**config.mk**
```make
export PLATFORM = sky130hd
export DESIGN_NAME = reg_file_mp
export DESIGN_NICKNAME = d
export VERILOG_FILES = /design/src/rtl/rf_pkg.sv /design/src/rtl/rf_scoreboard.sv /design/src/rtl/reg_file_mp.sv
export SDC_FILE = /design/constraint.sdc
export NUM_CORES = 1
export LEC_CHECK = 0
export CORE_ASPECT_RATIO = 2
export CORE_UTILIZATION = 61
export DETAILED_ROUTE_END_ITERATION = 8
export PLACE_DENSITY = 0.81
export SLEW_MARGIN = 10
export SYNTH_ARGS = -nofsm -noshare
export SYNTH_HDL_FRONTEND = slang
export SYNTH_SLANG_ARGS = --single-unit
```
**constraint.sdc**
```tcl
create_clock -name CLK -period 3 [get_ports CLK]
set_input_delay 0.45 -clock CLK [delete_from_list [all_inputs] [get_ports CLK]]
set_output_delay 0.45 -clock CLK [all_outputs]
set_load 0.005 [all_outputs]
```
**src/rtl/rf_pkg.sv**
```systemverilog
// rf_pkg: shared defaults and forwarding select for the multi-port register file.
package rf_pkg;
  localparam int DEF_WIDTH = 16;
  localparam int DEF_ADDR_W = 4;
  localparam int ZERO_ADDR = 0;
  typedef enum logic [1:0] {SEL_REG, SEL_W0, SEL_W1} fwd_sel_e;
  // Port 1 outranks port 0 when both write the address being read.
  function automatic fwd_sel_e fwd_sel(input logic byp, input logic hit0, input logic hit1);
    return !byp ? SEL_REG : hit1 ? SEL_W1 : hit0 ? SEL_W0 : SEL_REG;
  endfunction
endpackage

```
**src/rtl/rf_scoreboard.sv**
```systemverilog
// rf_scoreboard: per-register busy bits set by reserve, cleared by writeback, two read ports.
module rf_scoreboard import rf_pkg::*; #(
  parameter int ADDR_W = DEF_ADDR_W
) (
  input  logic              clk,
  input  logic              rst,
  input  logic              rsv_i,
  input  logic [ADDR_W-1:0] rsv_reg_i,
  input  logic              rel0_i,
  input  logic [ADDR_W-1:0] rel0_reg_i,
  input  logic              rel1_i,
  input  logic [ADDR_W-1:0] rel1_reg_i,
  input  logic [ADDR_W-1:0] src_a_i,
  input  logic [ADDR_W-1:0] src_b_i,
  input  logic              fwd_a_i,
  input  logic              fwd_b_i,
  output logic              busy_a_o,
  output logic              busy_b_o
);
  localparam int DEPTH = 2 ** ADDR_W;
  logic [DEPTH-1:0] busy_q, busy_d;
  // Reserve is applied last so a new producer outlives a same-cycle release.
  always_comb begin
    busy_d = busy_q;
    if (rel0_i) busy_d[rel0_reg_i] = 1'b0;
    if (rel1_i) busy_d[rel1_reg_i] = 1'b0;
    if (rsv_i) busy_d[rsv_reg_i] = 1'b1;
  end
  always_ff @(posedge clk) busy_q <= rst ? '0 : busy_d;
  assign busy_a_o = !rst && busy_q[src_a_i] && !fwd_a_i;
  assign busy_b_o = !rst && busy_q[src_b_i] && !fwd_b_i;
endmodule

```
**src/rtl/reg_file_mp.sv**
```systemverilog
// reg_file_mp: 2R2W register file with write-through bypass, optional zero register and busy scoreboard.
module reg_file_mp import rf_pkg::*; #(
  parameter int WIDTH = DEF_WIDTH,
  parameter int ADDR_W = DEF_ADDR_W,
  parameter int ZERO_REG = 1,
  parameter int BYPASS = 1
) (
  input  logic              CLK,
  input  logic              RST,
  input  logic              RegWrite0,
  input  logic [ADDR_W-1:0] writeReg0,
  input  logic [WIDTH-1:0]  writeValue0,
  input  logic              RegWrite1,
  input  logic [ADDR_W-1:0] writeReg1,
  input  logic [WIDTH-1:0]  writeValue1,
  input  logic [ADDR_W-1:0] srcA,
  input  logic [ADDR_W-1:0] srcB,
  input  logic              reserve,
  input  logic [ADDR_W-1:0] reserveReg,
  output logic [WIDTH-1:0]  ReadA,
  output logic [WIDTH-1:0]  ReadB,
  output logic              BusyA,
  output logic              BusyB
);
  localparam int DEPTH = 2 ** ADDR_W;
  localparam logic [ADDR_W-1:0] ZA = ADDR_W'(ZERO_ADDR);
  logic [WIDTH-1:0] regs_q [DEPTH];
  logic [WIDTH-1:0] regs_d [DEPTH];
  logic we0, we1, rsv;
  logic [ADDR_W-1:0] src [2];
  logic [WIDTH-1:0] rd [2];
  logic fwd [2];
  // Writes and reserves aimed at a hardwired zero register are squashed here.
  assign we0 = RegWrite0 && !(ZERO_REG != 0 && writeReg0 == ZA);
  assign we1 = RegWrite1 && !(ZERO_REG != 0 && writeReg1 == ZA);
  assign rsv = reserve && !(ZERO_REG != 0 && reserveReg == ZA);
  always_comb begin
    regs_d = regs_q;
    if (we0) regs_d[writeReg0] = writeValue0;
    if (we1) regs_d[writeReg1] = writeValue1;
  end
  always_ff @(posedge CLK) begin
    if (RST) regs_q <= '{default: '0};
    else regs_q <= regs_d;
  end
  assign src = '{srcA, srcB};
  for (genvar p = 0; p < 2; p++) begin : g_rd
    fwd_sel_e sel;
    assign sel = fwd_sel(BYPASS != 0, we0 && writeReg0 == src[p], we1 && writeReg1 == src[p]);
    assign fwd[p] = sel != SEL_REG;
    assign rd[p] = (RST || (ZERO_REG != 0 && src[p] == ZA)) ? '0
                 : sel == SEL_W1 ? writeValue1
                 : sel == SEL_W0 ? writeValue0
                 : regs_q[src[p]];
  end
  assign ReadA = rd[0];
  assign ReadB = rd[1];
  rf_scoreboard #(.ADDR_W(ADDR_W)) u_sb (
    .clk       (CLK),
    .rst       (RST),
    .rsv_i     (rsv),
    .rsv_reg_i (reserveReg),
    .rel0_i    (we0),
    .rel0_reg_i(writeReg0),
    .rel1_i    (we1),
    .rel1_reg_i(writeReg1),
    .src_a_i   (srcA),
    .src_b_i   (srcB),
    .fwd_a_i   (fwd[0]),
    .fwd_b_i   (fwd[1]),
    .busy_a_o  (BusyA),
    .busy_b_o  (BusyB)
  );
endmodule

```
==> summary.md <==
## Routing
* number of optimization iterations in the first detailed-route pass: 9
* number of routed nets with antenna violations: 0
* number of remaining DRC errors: 0
* WL final: 70.8 mm
* via total after detailed routing: 17000
* WL/cell: 32.0 um
* 1st-iter DRT viols: 2823
* Via density: 7.69

## Outcome
* result of the run: finished, violations left
* failing checks: setup timing

## STA
* Max transition margin: 33.0%
* slew at the pin closest to its max-slew limit: 1.01 ns
* part of the cycle the worst path needs: 105%
* worst clock skew: 0 ns
* Max Freq: 316 MHz
* setup total negative slack: -0.285 ns
* setup repair after global routing missed its margin: yes
* number of failing hold endpoints at the final stage: 0
* final setup vio count: 4
* final critical-path setup slack: -0.164 ns
* time the worst path needs with I/O delays and setup: 3.16 ns
* number of max-slew violations in the final report: 0

## Place
* Port Buf Inserts: 90
* global placer's final weighted congestion: 1.01
* Post-Place Setup Slack: -0.658 ns
* Post-DP HPWL: 40.2 mm
* number of placed instances with taps included: 2140

## Setup path
* required arrival time at the worst endpoint: 2.55 ns
* stage delay of the slowest cell on the critical path: 0.50 ns
* Startpoint Class: primary input
* Max FO, Critical Path: 6
* arrival time at the worst endpoint: 2.71 ns
* kind of critical path: in -> out
* cell repeated most along the worst path: sky130_fd_sc_hd__buf_6
* crit path cell chain: dlygate4sd2_1, buf_6, xnor2_2, nand2_2, o22ai_4, buf_12, buf_6, buf_6, nor2_1, nor4_2, buf_4, dlygate4sd2_1
* critical path endpoint category: output port
* highest-delay cell along the critical path: sky130_fd_sc_hd__nor4_2

## Die
* Die Wd: 120 um
* top-level I/O count: 91
* Die Outline Area: 28700 sq um
* site row count: 86
* Starting Density: 61.9%
* Die Span Y: 239 um
* core area: 27500 sq um

## Pwr
* Int Power: 6.43 mW
* switching fraction of total power: 28.6%
* static power due to leakage: 8.05 nW
* Comb power frac: 18.4%
* total power draw: 9.01 mW
* P_sw: 2.58 mW
* worst ir drop on vdd: 574 uV
* Clk pwr share: 39.4%
* Power Density: 433 nW/um^2
* sequential share of power: 42.2%

## Synthesis
* Synth area leaders: sky130_fd_sc_hd__dfxtp_1 (32%), sky130_fd_sc_hd__mux4_2 (18%), sky130_fd_sc_hd__mux2i_1 (15%)
* proportion of netlist area held by the largest area contributor: 31.9%
* synthesized area: 17100 sq um
* fraction of synthesis flops using an asynchronous set or reset pin: 0%
* Cells after Synth: 1732
* syn_nets: 1789
* prevailing post-synth register cell: sky130_fd_sc_hd__dfxtp_1
* flop and latch count out of synthesis: 272
* Ys Warns: 0
* count of flip-flops with a built-in enable after synthesis: 0
* number of library cell types mapped by synthesis: 52
* sequential area share after synthesis: 31.9%
* post-synth top area cell: sky130_fd_sc_hd__dfxtp_1
* per-instance average area after synthesis: 9.85 sq um

## CTS
* hold bufs inserted after CTS: 0
* Worst-path clk slew: 0.07 ns
* number of buffers created by CTS: 25
* CTS Root Buffer Type: sky130_fd_sc_hd__clkbuf_16
* # clock sinks: 272
* clock tree from TritonCTS: done
* number of H-tree levels: 1
* number of buffers on the longest clock path: 3
* clock insertion delay at the later pin of the skew report: 0.58 ns

## GRT
* antenna violations before repair: 1
* vias in the first global route: 17300
* overall fraction of global-route tracks in use: 49.7%
* largest net degree at the start of global routing: 197
* gr ovfl total: 0
* global-route wire length before repair: 104 mm

## Min path
* kind of path behind the tightest hold check: reg -> reg

## Final layout
* area added between synthesis and finish: 22.1%
* layout cells sized above 1: 25.8%
* final net count: 1897
* non-filler cells in the finished layout: 2209
* filler cell count: 1720

## Flow run
* max cap viols: 0

==> layer usage <==
layer,vias up,global-route usage [%],wire length (um)
li1,6705,-,-
met2,1651,74.6,31000
met1,7972,54.1,21400
met4,2,43.7,8200
met5,-,1.25,55
met3,647,19.3,10100
==> cell usage after synthesis (all sizes together), types with 2 or more instances <==
master	count
nor4	15
buf	91
nand3	14
nor2	317
a22oi	4
nor2b	35
nand2b	7
nand2	32
inv	2
a221oi	3
and3	2
xor2	4
nor3b	3
a22o	12
dfxtp	272
clkbuf	140
a32oi	6
nand3b	10
nor4b	2
o211ai	2
mux2i	253
xnor2	12
and2	2
nor3	17
o41ai	2
a211oi	251
or2	3
a21oi	22
a21o	12
o22ai	33
or3	4
mux4	138
==> worst paths after layout <==
| path | start | depth (start not counted) | slack, ns | end |
|---|---|---|---|---|
| worst max register to register | regs_q[108]$_SDFF_PP0_ | 2 | 1.98 | regs_q[108]$_SDFF_PP0_ |
| worst min register to register | regs_q[249]$_SDFF_PP0_ | 1 | 0.48 | regs_q[249]$_SDFF_PP0_ |
| worst max-delay path | writeReg0[2] | 12 | -0.16 | ReadA[2] |
| worst min-delay path | regs_q[249]$_SDFF_PP0_ | 1 | 0.48 | regs_q[249]$_SDFF_PP0_ |
==> worst max-delay path: cells and delay by family <==
| family | cells | cell delay [ns] |
|---|---|---|
| xor gates and xnor gates | 1 | 0.15 |
| AOI/OAI and AO/OA | 1 | 0.20 |
| buffers and inverters | 7 | 1.24 |
| and+or+nand+nor | 3 | 0.66 |
==> sequential cells by signal (all words and copies together) (netlist names) <==
register     flops
regs_q         256
u_sb.busy_q     16
==> metrics by stage <==
stage	hold slack (ns)	util [%]	area, sq um
after global placement	0.463	70.5	19400
after CTS	0.483	75.1	20700
after global routing	0.497	75.6	20800
final	0.483	75.6	20800
after detailed placement	0.471	70.5	19400
after floorplan	0.451	-	17100
==> what timing repair did <==
item | 4_1_cts | 5_1_grt
gates cloned | 1 | 0
pin swaps | 24 | 15
setup buffers | 23 | 3
gates resized for setup | 96 | 48
setup endpoints to repair | 34 | 23
==> power groups by stage <==
stage	Clock [mW]	Sequential, mW	Combinational [mW]
after CTS	3.48	3.80	1.53
after global routing	3.64	3.81	1.70
after detailed placement	0	3.88	1.47
after floorplan	0	3.85	0.859
final	3.55	3.81	1.66
after global placement	0	3.87	1.45
==> cell type report <==
class                   count  area (sq um)  share of cell area, %
multi-input cells        1227         10800                   52.1
flip-flops and latches    272          5450                   26.1
repair buffers            312          3220                   15.5
clock buffers              35           743                   3.57
well taps                 352           440                   2.11
clock inverters             8           126                  0.607
inverters                   2          7.51                 0.0360
diodes                      1          2.50                 0.0120
==> logic make-up after synthesis <==
family,after synthesis,share of synthesized area (%)
AND/OR/NAND/NOR,465,12.3
multiplexers,392,33.1
AO/OA/AOI/OAI,354,15.6
flip-flops,272,31.9
buffers and inverters,233,6.16
XOR/XNOR,16,0.821
==> cells in the final DEF, fill, tap and decap left out, types with 8 or more instances in the layout <==
cell / netlist / final
sky130_fd_sc_hd__buf_4: 23 / 160
sky130_fd_sc_hd__buf_6: 4 / 13
sky130_fd_sc_hd__nand2_1: 32 / 30
sky130_fd_sc_hd__mux4_2: 138 / 138
sky130_fd_sc_hd__a22o_1: 10 / 10
sky130_fd_sc_hd__clkbuf_16: 0 / 25
sky130_fd_sc_hd__nor2_1: 308 / 305
sky130_fd_sc_hd__dfxtp_1: 272 / 272
sky130_fd_sc_hd__nor2b_1: 35 / 34
sky130_fd_sc_hd__clkbuf_8: 0 / 9
sky130_fd_sc_hd__nor2_4: 8 / 9
sky130_fd_sc_hd__nor4_1: 15 / 8
sky130_fd_sc_hd__o22ai_1: 32 / 31
sky130_fd_sc_hd__a21o_1: 12 / 12
sky130_fd_sc_hd__nor3_1: 16 / 13
sky130_fd_sc_hd__a21oi_1: 22 / 21
sky130_fd_sc_hd__nand3b_1: 10 / 10
sky130_fd_sc_hd__dlygate4sd2_1: 0 / 27
sky130_fd_sc_hd__buf_12: 0 / 53
sky130_fd_sc_hd__nand3_1: 14 / 11
sky130_fd_sc_hd__clkdlybuf4s50_1: 0 / 37
sky130_fd_sc_hd__a211oi_1: 251 / 251
sky130_fd_sc_hd__mux2i_1: 253 / 253
Note: power is estimated with default switching activity, not from simulation.
